$ cat src/rtl/adsr_envelope_pkg.sv
// Shared synth definitions: state encodings, sample format and envelope limits.
// Imported by the envelope stage and by later synth control stages.
package adsr_envelope_pkg;

   localparam int SAMPLE_W = 8;
   localparam logic [SAMPLE_W-1:0] SAMPLE_MID = 8'd128;

   localparam int LEVEL_W = 8;
   localparam logic [LEVEL_W-1:0] LEVEL_MAX = 8'd255;
   localparam logic [LEVEL_W-1:0] LEVEL_MIN = 8'd0;

   typedef enum logic [2:0] {
      ST_IDLE    = 3'd0,
      ST_ATTACK  = 3'd1,
      ST_DECAY   = 3'd2,
      ST_SUSTAIN = 3'd3,
      ST_RELEASE = 3'd4
   } adsr_state_t;

endpackage

$ cat src/rtl/adsr_envelope_tick_divider.sv
// Free-running prescaler: one-cycle tick every TICK_DIV clocks (TICK_DIV >= 2).
// Reusable by any stage that needs a slow periodic step.
module tick_divider #(
   parameter int TICK_DIV = 256
) (
   input  logic clk,
   input  logic reset_n,
   output logic tick
);

   localparam int CNT_W = $clog2(TICK_DIV);
   localparam logic [CNT_W-1:0] CNT_LAST = CNT_W'(TICK_DIV - 1);
   localparam logic [CNT_W-1:0] CNT_ONE  = CNT_W'(1);

   logic [CNT_W-1:0] r_count;
   logic             w_last;

   assign w_last = (r_count == CNT_LAST);

   always_ff @(posedge clk or negedge reset_n) begin
      if (!reset_n) begin
         r_count <= '0;
      end else if (w_last) begin
         r_count <= '0;
      end else begin
         r_count <= r_count + CNT_ONE;
      end
   end

   assign tick = w_last;

endmodule

$ cat src/rtl/adsr_envelope.sv
// ADSR amplitude envelope: gate-driven FSM stepping an 8-bit level on prescaler
// ticks, and a registered scaler applying that level to the oscillator sample.
module adsr_envelope
   import adsr_envelope_pkg::*;
#(
   parameter int TICK_DIV = 256
) (
   input  logic                clk,
   input  logic                reset_n,
   input  logic                gate,
   input  logic [7:0]          attack_rate,
   input  logic [7:0]          decay_rate,
   input  logic [7:0]          sustain_level,
   input  logic [7:0]          release_rate,
   input  logic [SAMPLE_W-1:0] sample_in,
   output logic [SAMPLE_W-1:0] sample_out,
   output logic [7:0]          envelope,
   output logic [2:0]          state,
   output logic                active
);

   adsr_state_t         r_state;
   adsr_state_t         w_state_next;
   logic [LEVEL_W-1:0]  r_level;
   logic [LEVEL_W-1:0]  w_level_next;
   logic [SAMPLE_W-1:0] r_sample_out;
   logic [SAMPLE_W-1:0] w_sample_next;

   logic                w_tick;
   logic [8:0]          w_att_sum;
   logic [8:0]          w_dec_diff;
   logic [8:0]          w_rel_diff;
   logic [8:0]          w_centered;
   logic [16:0]         w_prod;
   logic                w_unused_prod;

   tick_divider #(
      .TICK_DIV (TICK_DIV)
   ) u_tick (
      .clk     (clk),
      .reset_n (reset_n),
      .tick    (w_tick)
   );

   // 9-bit arithmetic: bit 8 is the carry (attack) or borrow (decay/release).
   assign w_att_sum  = {1'b0, r_level} + {1'b0, attack_rate};
   assign w_dec_diff = {1'b0, r_level} - {1'b0, decay_rate};
   assign w_rel_diff = {1'b0, r_level} - {1'b0, release_rate};

   always_ff @(posedge clk or negedge reset_n) begin
      if (!reset_n) begin
         r_state <= ST_IDLE;
         r_level <= LEVEL_MIN;
      end else begin
         r_state <= w_state_next;
         r_level <= w_level_next;
      end
   end

   // Gate checks come before tick checks so a coinciding tick is consumed.
   always_comb begin
      w_state_next = r_state;
      w_level_next = r_level;
      case (r_state)
         ST_IDLE: begin
            w_level_next = LEVEL_MIN;
            if (gate) begin
               w_state_next = ST_ATTACK;
            end
         end
         ST_ATTACK: begin
            if (!gate) begin
               w_state_next = ST_RELEASE;
            end else if (w_tick) begin
               if ((attack_rate == 8'd0) || (w_att_sum >= {1'b0, LEVEL_MAX})) begin
                  w_level_next = LEVEL_MAX;
                  w_state_next = ST_DECAY;
               end else begin
                  w_level_next = w_att_sum[7:0];
               end
            end
         end
         ST_DECAY: begin
            if (!gate) begin
               w_state_next = ST_RELEASE;
            end else if (w_tick) begin
               if ((decay_rate == 8'd0) || w_dec_diff[8] ||
                   (w_dec_diff[7:0] <= sustain_level)) begin
                  w_level_next = sustain_level;
                  w_state_next = ST_SUSTAIN;
               end else begin
                  w_level_next = w_dec_diff[7:0];
               end
            end
         end
         ST_SUSTAIN: begin
            if (!gate) begin
               w_state_next = ST_RELEASE;
            end else if (w_tick) begin
               w_level_next = sustain_level;
            end
         end
         ST_RELEASE: begin
            if (gate) begin
               w_state_next = ST_ATTACK;
            end else if (w_tick) begin
               if ((release_rate == 8'd0) || w_rel_diff[8] ||
                   (w_rel_diff[7:0] == 8'd0)) begin
                  w_level_next = LEVEL_MIN;
                  w_state_next = ST_IDLE;
               end else begin
                  w_level_next = w_rel_diff[7:0];
               end
            end
         end
         default: begin
            w_state_next = ST_IDLE;
            w_level_next = LEVEL_MIN;
         end
      endcase
   end

   // Signed sample times unsigned level; bits [15:8] of the product are p >>> 8
   // modulo 256, and adding the midpoint modulo 256 lands exactly in 0..254.
   assign w_centered    = {1'b0, sample_in} - {1'b0, SAMPLE_MID};
   assign w_prod        = {{8{w_centered[8]}}, w_centered} * {9'd0, r_level};
   assign w_sample_next = SAMPLE_MID + w_prod[15:8];
   assign w_unused_prod = ^{w_prod[16], w_prod[7:0]};

   always_ff @(posedge clk or negedge reset_n) begin
      if (!reset_n) begin
         r_sample_out <= SAMPLE_MID;
      end else begin
         r_sample_out <= w_sample_next;
      end
   end

   assign sample_out = r_sample_out;
   assign envelope   = r_level;
   assign state      = r_state;
   assign active     = (r_state != ST_IDLE);

endmodule

$ cat config.mk
export PLATFORM = sky130hd
export DESIGN_NAME = adsr_envelope
export DESIGN_NICKNAME = d
export VERILOG_FILES = /design/src/rtl/adsr_envelope_pkg.sv /design/src/rtl/adsr_envelope_tick_divider.sv /design/src/rtl/adsr_envelope.sv
export SDC_FILE = /design/constraint.sdc
export NUM_CORES = 1
export LEC_CHECK = 0
export BUFFER_PORTS_ARGS = -buffer_cell sky130_fd_sc_hd__clkbuf_2
export CAP_MARGIN = 20
export CORE_MARGIN = 1
export CORE_UTILIZATION = 50
export CTS_CLUSTER_DIAMETER = 150
export DETAILED_ROUTE_END_ITERATION = 12
export PLACE_DENSITY_LB_ADDON = 0.08
export SETUP_SLACK_MARGIN = 0.4
export SLEW_MARGIN = 25
export SYNTH_ARGS = -nofsm -noshare
export SYNTH_HDL_FRONTEND = slang
export SYNTH_HIERARCHICAL = 1
export SYNTH_SLANG_ARGS = --single-unit
$ cat constraint.sdc
create_clock -name clk -period 4.7 [get_ports clk]
set_input_delay 0.94 -clock clk [delete_from_list [all_inputs] [get_ports clk]]
set_output_delay 0.94 -clock clk [all_outputs]
set_load 0.01 [all_outputs]
==> results of run 1 <==
metrics by stage:
stage          hold slack [ns]  cell area [sq um]  instances  setup TNS (ns)  util [%]
6_report                 0.486               5980        793               0      61.5
5_1_grt                  0.521               5980        793               0      61.5
4_1_cts                  0.489               5840        785               0      60.0
3_5_place_dp             0.474               5600        771          -0.105      57.6
3_3_place_gp             0.472               5600        771               0      57.6
2_1_floorplan            0.453               5110        574               0         -
report_power, final:
| part | internal (mW) | total (mW) | switching, mW |
|---|---|---|---|
| Combinational | 1.22 | 2.61 | 1.39 |
| Sequential | 0.307 | 0.430 | 0.123 |
| Clock | 0.0624 | 0.148 | 0.0851 |
| Total | 1.59 | 3.19 | 1.60 |
cells in the final DEF (no fill, tap or decap), types with 7 or more instances in the layout:
cell type and instances:
clkbuf_2 56, o21ai_0 11, o211ai_1 8, buf_4 24, ha_1 54, xor2_1 9
nand2_1 30, nand2b_1 11, xnor2_1 20, a21oi_1 20, and2_1 34, nand3_1 11
nor2_1 21, mux2i_1 9, nor4_1 7, nor3_1 8, or3_1 7, fa_1 50
dfrtp_1 24, inv_1 102, inv_2 10
cell families after synthesis:
| family | Yosys count |
|---|---|
| XOR/XNOR | 29 |
| multiplexers | 9 |
| AO/OA/AOI/OAI | 105 |
| flip-flops | 27 |
| buffers and inverters | 121 |
| AND/OR/NAND/NOR | 169 |
| adder cells (fa/ha/maj) | 114 |
state kept, by name, summed over array words and instances, names as in the netlist:
register,cells
envelope,8
sample_out,8
u_tick/r_count,8
state,3
synth_stat cells (all sizes together), types with 6 or more instances:
master / count
a21oi: 27
and2: 35
dfrtp: 26
fa: 54
ha: 60
inv: 114
mux2i: 9
nand2: 34
nand2b: 13
nand3: 12
nand4: 6
nor2: 25
nor2b: 7
nor3: 12
nor4: 7
o211ai: 8
o21ai: 18
or3: 7
xnor2: 20
xor2: 9
area by class of cell:
class                   count  area, sq um  share of cell area [%]
repair buffers             89          599                    10.0
clock buffers               3         41.3                   0.690
well taps                 133          166                    2.78
multi-input cells         426         4060                    67.8
inverters                 114          433                    7.23
flip-flops and latches     27          679                    11.4
clock inverters             1         8.76                   0.146
worst paths after layout:
check                                   from           endpoint  slack, ns  cells after the start
max reg2reg                      envelope[5]      sample_out[7]       0.50                     17
max in group asynchronous            reset_n        envelope[0]       3.52                      1
min reg2reg                u_tick/r_count[0]  u_tick/r_count[0]       0.49                      1
max                             sample_in[7]      sample_out[7]       0.37                     18
min in group asynchronous            reset_n  u_tick/r_count[6]       0.69                      1
min                        u_tick/r_count[0]  u_tick/r_count[0]       0.49                      1
repair_timing:
action / in CTS / in global routing
setup endpoints to repair: 5 / 13
pin swaps: 26 / 15
resized for setup: 29 / 19
buffers inserted: 10 / 8
metal layers:
layer | routed length, um | up-vias | track usage [%]
met2 | 5750 | 102 | 41.8
li1 | - | 2093 | -
met5 | 0 | - | 0
met1 | 5510 | 2038 | 34.4
met4 | 106 | 0 | 4.95
met3 | 576 | 6 | 1.78
==> results.py, run 1 <==
metrics = {
    "status": {
        "status": "finished, final reports clean",
    },
    "layout": {
        "layout-drive-gt1-share_pct": 23.8,
        "n_antenna_cell": 0,
        "nNetsFinal": 818,
        "syn_to_final_growth_pct": 19.2,
        "n_fill_cell": 896,
    },
    "placed_design": {
        "port_buffers": 62,
        "place_ws_ns": -0.0898,
        "gp_congestion": 0.968,
        "hpwl_um": 9810,
    },
    "cts": {
        "cts_buffers": 3,
        "path_clk_slew_ns": 0.11,
        "root_buffer": "clkbuf_8",
        "cts_tree": "built",
        "htree_levels": 1,
        "clock_sinks": 27,
        "clock_latency_ns": 0.28,
        "clock_path_buffers": 2,
        "cts_hold_buffers": 0,
    },
    "critical_path": {
        "crit_path_max_incr_delay_ns": 0.49,
        "critPathArrivalTime_ns": 4.54,
        "cp_max_fo": 8,
        "crit_path_end_kind": "register",
        "crit_type": "input port to register",
        "crit_buf_inv": 4,
        "crit_chain": "clkbuf_16, nand2b_4, fa_1, inv_1, fa_1, inv_1, fa_1, inv_1, fa_1, ha_4, o21a_1, o21ai_2, o21ai_2, nand2_1, o21ai_2, o21ai_2, a21oi_1, a31oi_1",
        "start_kind": "input port",
        "critPathTopFamily": "adder cells",
        "cp.required_ns": 4.91,
        "cp_slowest_cell": "fa_1",
    },
    "yosys": {
        "synthSimpleGateAreaFrac_pct": 18.1,
        "synthXorXnorAreaFrac_pct": 5.06,
        "synth_top_family_by_area": "adder cells",
        "synth_top_area_cell": "fa_1",
        "ys_warn_count": 6,
        "ys_seq_elements": 27,
        "synthAdderAreaFrac_pct": 36.5,
        "syn_inst": 574,
        "synth_area_per_cell_sq_um": 8.75,
        "syn_area_sq_mm": 0.00502,
        "synth-main-ff-cell": "dfrtp_1",
        "synth_edf_count": 0,
        "synthArstFlopShare_pct": 100,
        "yosysUniqueCellTypes": 62,
        "synth_area_leaders": "fa_1 (22%), ha_1 (15%), dfrtp_1 (13%)",
        "synth.top_cell.area_share_pct": 21.5,
        "syn-num-nets": 731,
        "synth-compound-area-share_pct": 15.3,
        "synthMuxAreaShare_pct": 1.79,
        "yosysSeqAreaShare_pct": 13.5,
    },
    "routing": {
        "drt_first_pass_iters": 5,
        "drc": 0,
        "ant_nets": 0,
        "drt_iter0_markers": 218,
        "vias": 4239,
        "viasPerCell": 5.35,
        "wl_um": 11900,
        "wl_per_cell_um": 15.1,
    },
    "floorplan": {
        "start_util_pct": 51.6,
        "die_h_um": 102,
        "die_area_sq_mm": 0.0104,
        "row_count": 36,
        "die_w_um": 102,
        "core_sq_mm": 0.00973,
        "ioPinCount": 63,
    },
    "sta": {
        "tightest_slew_ns": 0.711,
        "fmax_ghz": 0.231,
        "fin_skew_ns": 0.00660,
        "hold_viol_final": 0,
        "setup_viol": 0,
        "grt_setup_unrepaired": "true",
        "slew-limit-headroom_pct": 52.6,
        "fin_crit_ns": 4.33,
        "drv_slew": 0,
        "fin_crit_sh_pct": 92.1,
        "fin_ws_ns": 0.372,
    },
    "grt": {
        "grt_max_degree": 28,
        "grt-ovfl-total": 0,
        "antenna_found_initial": 0,
        "grt_first_pass_wirelength_um": 19900,
        "first_global_vias": 4175,
        "grt_use_total_pct": 24.5,
    },
    "pwr": {
        "power.density_mw_per_mm2": 533,
        "power_mw": 3.19,
        "ir_drop_uv": 463,
        "power.leakage_nw": 3.01,
    },
    "worst_hold_path": {
        "min_path_type": "register to register",
    },
    "run": {
        "maxCapViolCount": 0,
    },
}
No activity file was read; power rests on OpenSTA's default activity.
==> run 2: changes to the inputs <==
CORE_UTILIZATION = 60   (was 50)
==> results.py, run 2 (synthesis results as in run 1) <==
metrics = {
    "pwr": {
        "power.leakage_nw": 2.98,
        "switchingPower_mw": 1.69,
        "ir_drop_uv": 385,
        "sw_frac_of_total_pct": 51.9,
        "pwr-share-clk_pct": 4.7,
        "pwr-share-comb_pct": 82.9,
        "power_frac_seq_pct": 12.5,
        "power.density_mw_per_mm2": 552,
        "internal_power_mw": 1.57,
    },
    "layout": {
        "nNetsFinal": 814,
        "layout.cells.most_common": "inv_1",
        "layout-drive-gt1-share_pct": 22.9,
        "fin_area_sq_mm": 0.00592,
        "syn_to_final_growth_pct": 17.9,
        "n_antenna_cell": 0,
        "multi_input_area_sq_mm": 0.00406,
        "regArea_sq_um": 678,
        "final_cell_mix": "inv_1 (103), clkbuf_2 (57), ha_1 (54)",
        "final_util_pct": 74.7,
        "n_fill_cell": 572,
    },
    "grt": {
        "antenna_found_initial": 0,
        "grt_max_degree": 28,
        "grt_first_pass_wirelength_um": 20300,
        "grt_use_total_pct": 30.0,
        "grt-ovfl-total": 0,
        "first_global_vias": 4388,
    },
    "cts": {
        "root_buffer": "clkbuf_8",
        "clock_sinks": 27,
        "clock_path_buffers": 2,
        "path_clk_slew_ns": 0.11,
        "cts_hold_buffers": 0,
        "htree_levels": 1,
        "clock_latency_ns": 0.29,
        "cts_tree": "built",
        "cts_buffers": 3,
    },
    "floorplan": {
        "start_util_pct": 63.3,
        "die_area_sq_mm": 0.00874,
        "core_sq_mm": 0.00793,
        "ioPinCount": 63,
        "die_w_um": 93.5,
        "row_count": 32,
        "die_h_um": 93.5,
    },
    "critical_path": {
        "critPathArrivalTime_ns": 4.70,
        "cp_max_fo": 8,
        "path_common_cell": "fa_1",
        "cp.required_ns": 4.92,
        "reg2regPathDepth": 16,
        "crit_chain": "buf_12, nand2b_4, inv_4, fa_2, buf_6, fa_1, fa_1, inv_1, fa_1, inv_1, ha_4, nor3_2, nor2_2, nand2_2, o21ai_4, o21ai_2, a21oi_2, a31oi_1",
        "start_kind": "input port",
        "critPathTopFamily": "adder cells",
        "crit_path_end_kind": "register",
        "crit_type": "input port to register",
        "r2r-end": "sample_out[7]",
        "crit_path_max_incr_delay_ns": 0.55,
        "crit_cells": 18,
        "r2r_setup_slack_ns": 0.34,
        "cp_slowest_cell": "fa_1",
        "crit_buf_inv": 5,
        "rr_startpoint": "envelope[4]",
    },
    "worst_hold_path": {
        "worstHoldStart": "u_tick/r_count[0]",
        "worstHoldEndpoint": "u_tick/r_count[0]",
        "hold-path-cell-count": 1,
        "min_path_type": "register to register",
    },
    "sta": {
        "tightest_slew_ns": 0.737,
        "fin_crit_sh_pct": 95.4,
        "setup_tns_ns": 0,
        "hold_viol_final": 0,
        "drv_slew": 0,
        "fin_crit_ns": 4.48,
        "setup_viol": 0,
        "fin_skew_ns": 0.00559,
        "slew-limit-headroom_pct": 50.2,
        "grt_setup_unrepaired": "true",
        "fmax_ghz": 0.223,
    },
    "routing": {
        "wl_um": 12600,
        "wl_per_cell_um": 16.7,
        "drt_iter0_markers": 221,
        "viasPerCell": 5.83,
        "drc": 0,
        "drt_first_pass_iters": 5,
        "ant_nets": 0,
        "vias": 4417,
    },
    "placed_design": {
        "hpwl_um": 9930,
        "post_dp_cell_area_sq_mm": 0.00560,
        "port_buffers": 62,
        "gp_congestion": 0.922,
    },
    "status": {
        "status": "finished, final reports clean",
    },
    "run": {
        "maxCapViolCount": 0,
    },
}
-- run 2: cell count changes in the layout (fill, tap and decap cells not counted), sizes merged --
cell,delta
buf,-4
-- run 2: how the worst max path moves through the flow --
stage / from / to / slack (ns)
finish: sample_in[7] / sample_out[7] / 0.22
global route: sample_in[7] / sample_out[7] / 0.02
CTS: sample_in[7] / sample_out[7] / 0.32
detailed placement: sample_in[7] / sample_out[7] / -0.13
global placement: sample_in[3] / sample_out[7] / 0.04
floorplan: sample_in[7] / sample_out[7] / 0.40
-- run 2: routing by layer --
metal  GRT usage, %  part of all wire (%)  wire [um]  vias up
li1               -                     -          -     2085
met1           40.9                    42       5370     2150
met2           51.1                    48       6110      157
met3           2.60                   6.8        863       25
met4           8.21                   2.3        295        0
met5              0                     0          0        -
-- run 2: power groups by stage --
stage / Sequential (mW) / Combinational [mW] / Clock (mW)
final: 0.407 / 2.71 / 0.153
after global routing: 0.417 / 3.03 / 0.162
after CTS: 0.402 / 2.53 / 0.156
after detailed placement: 0.405 / 2.46 / 0
after global placement: 0.402 / 2.33 / 0
after floorplan: 0.404 / 1.83 / 0
-- run 2: layout make-up --
class | instances | area share, %
clock buffers | 3 | 0.698
clock inverters | 1 | 0.148
inverters | 114 | 7.31
multi-input cells | 426 | 68.5
flip-flops and latches | 27 | 11.5
well taps | 102 | 2.16
repair buffers | 85 | 9.70
-- run 2: per-stage QoR --
step | power, mW | setup slack [ns] | std cells | hold WS [ns]
after floorplan | 2.24 | 0.396 | 574 | 0.453
after global placement | 2.73 | 0.0359 | 745 | 0.471
after detailed placement | 2.86 | -0.132 | 745 | 0.476
after CTS | 3.09 | 0.321 | 753 | 0.497
after global routing | 3.61 | 0.0197 | 758 | 0.512
final | 3.26 | 0.218 | 758 | 0.496
-- run 2: repair_timing --
item                       CTS  global route
pin swaps                   16            19
setup buffers                4             5
setup endpoints to repair    5            14
gates cloned                 0             0
resized for setup           16            29
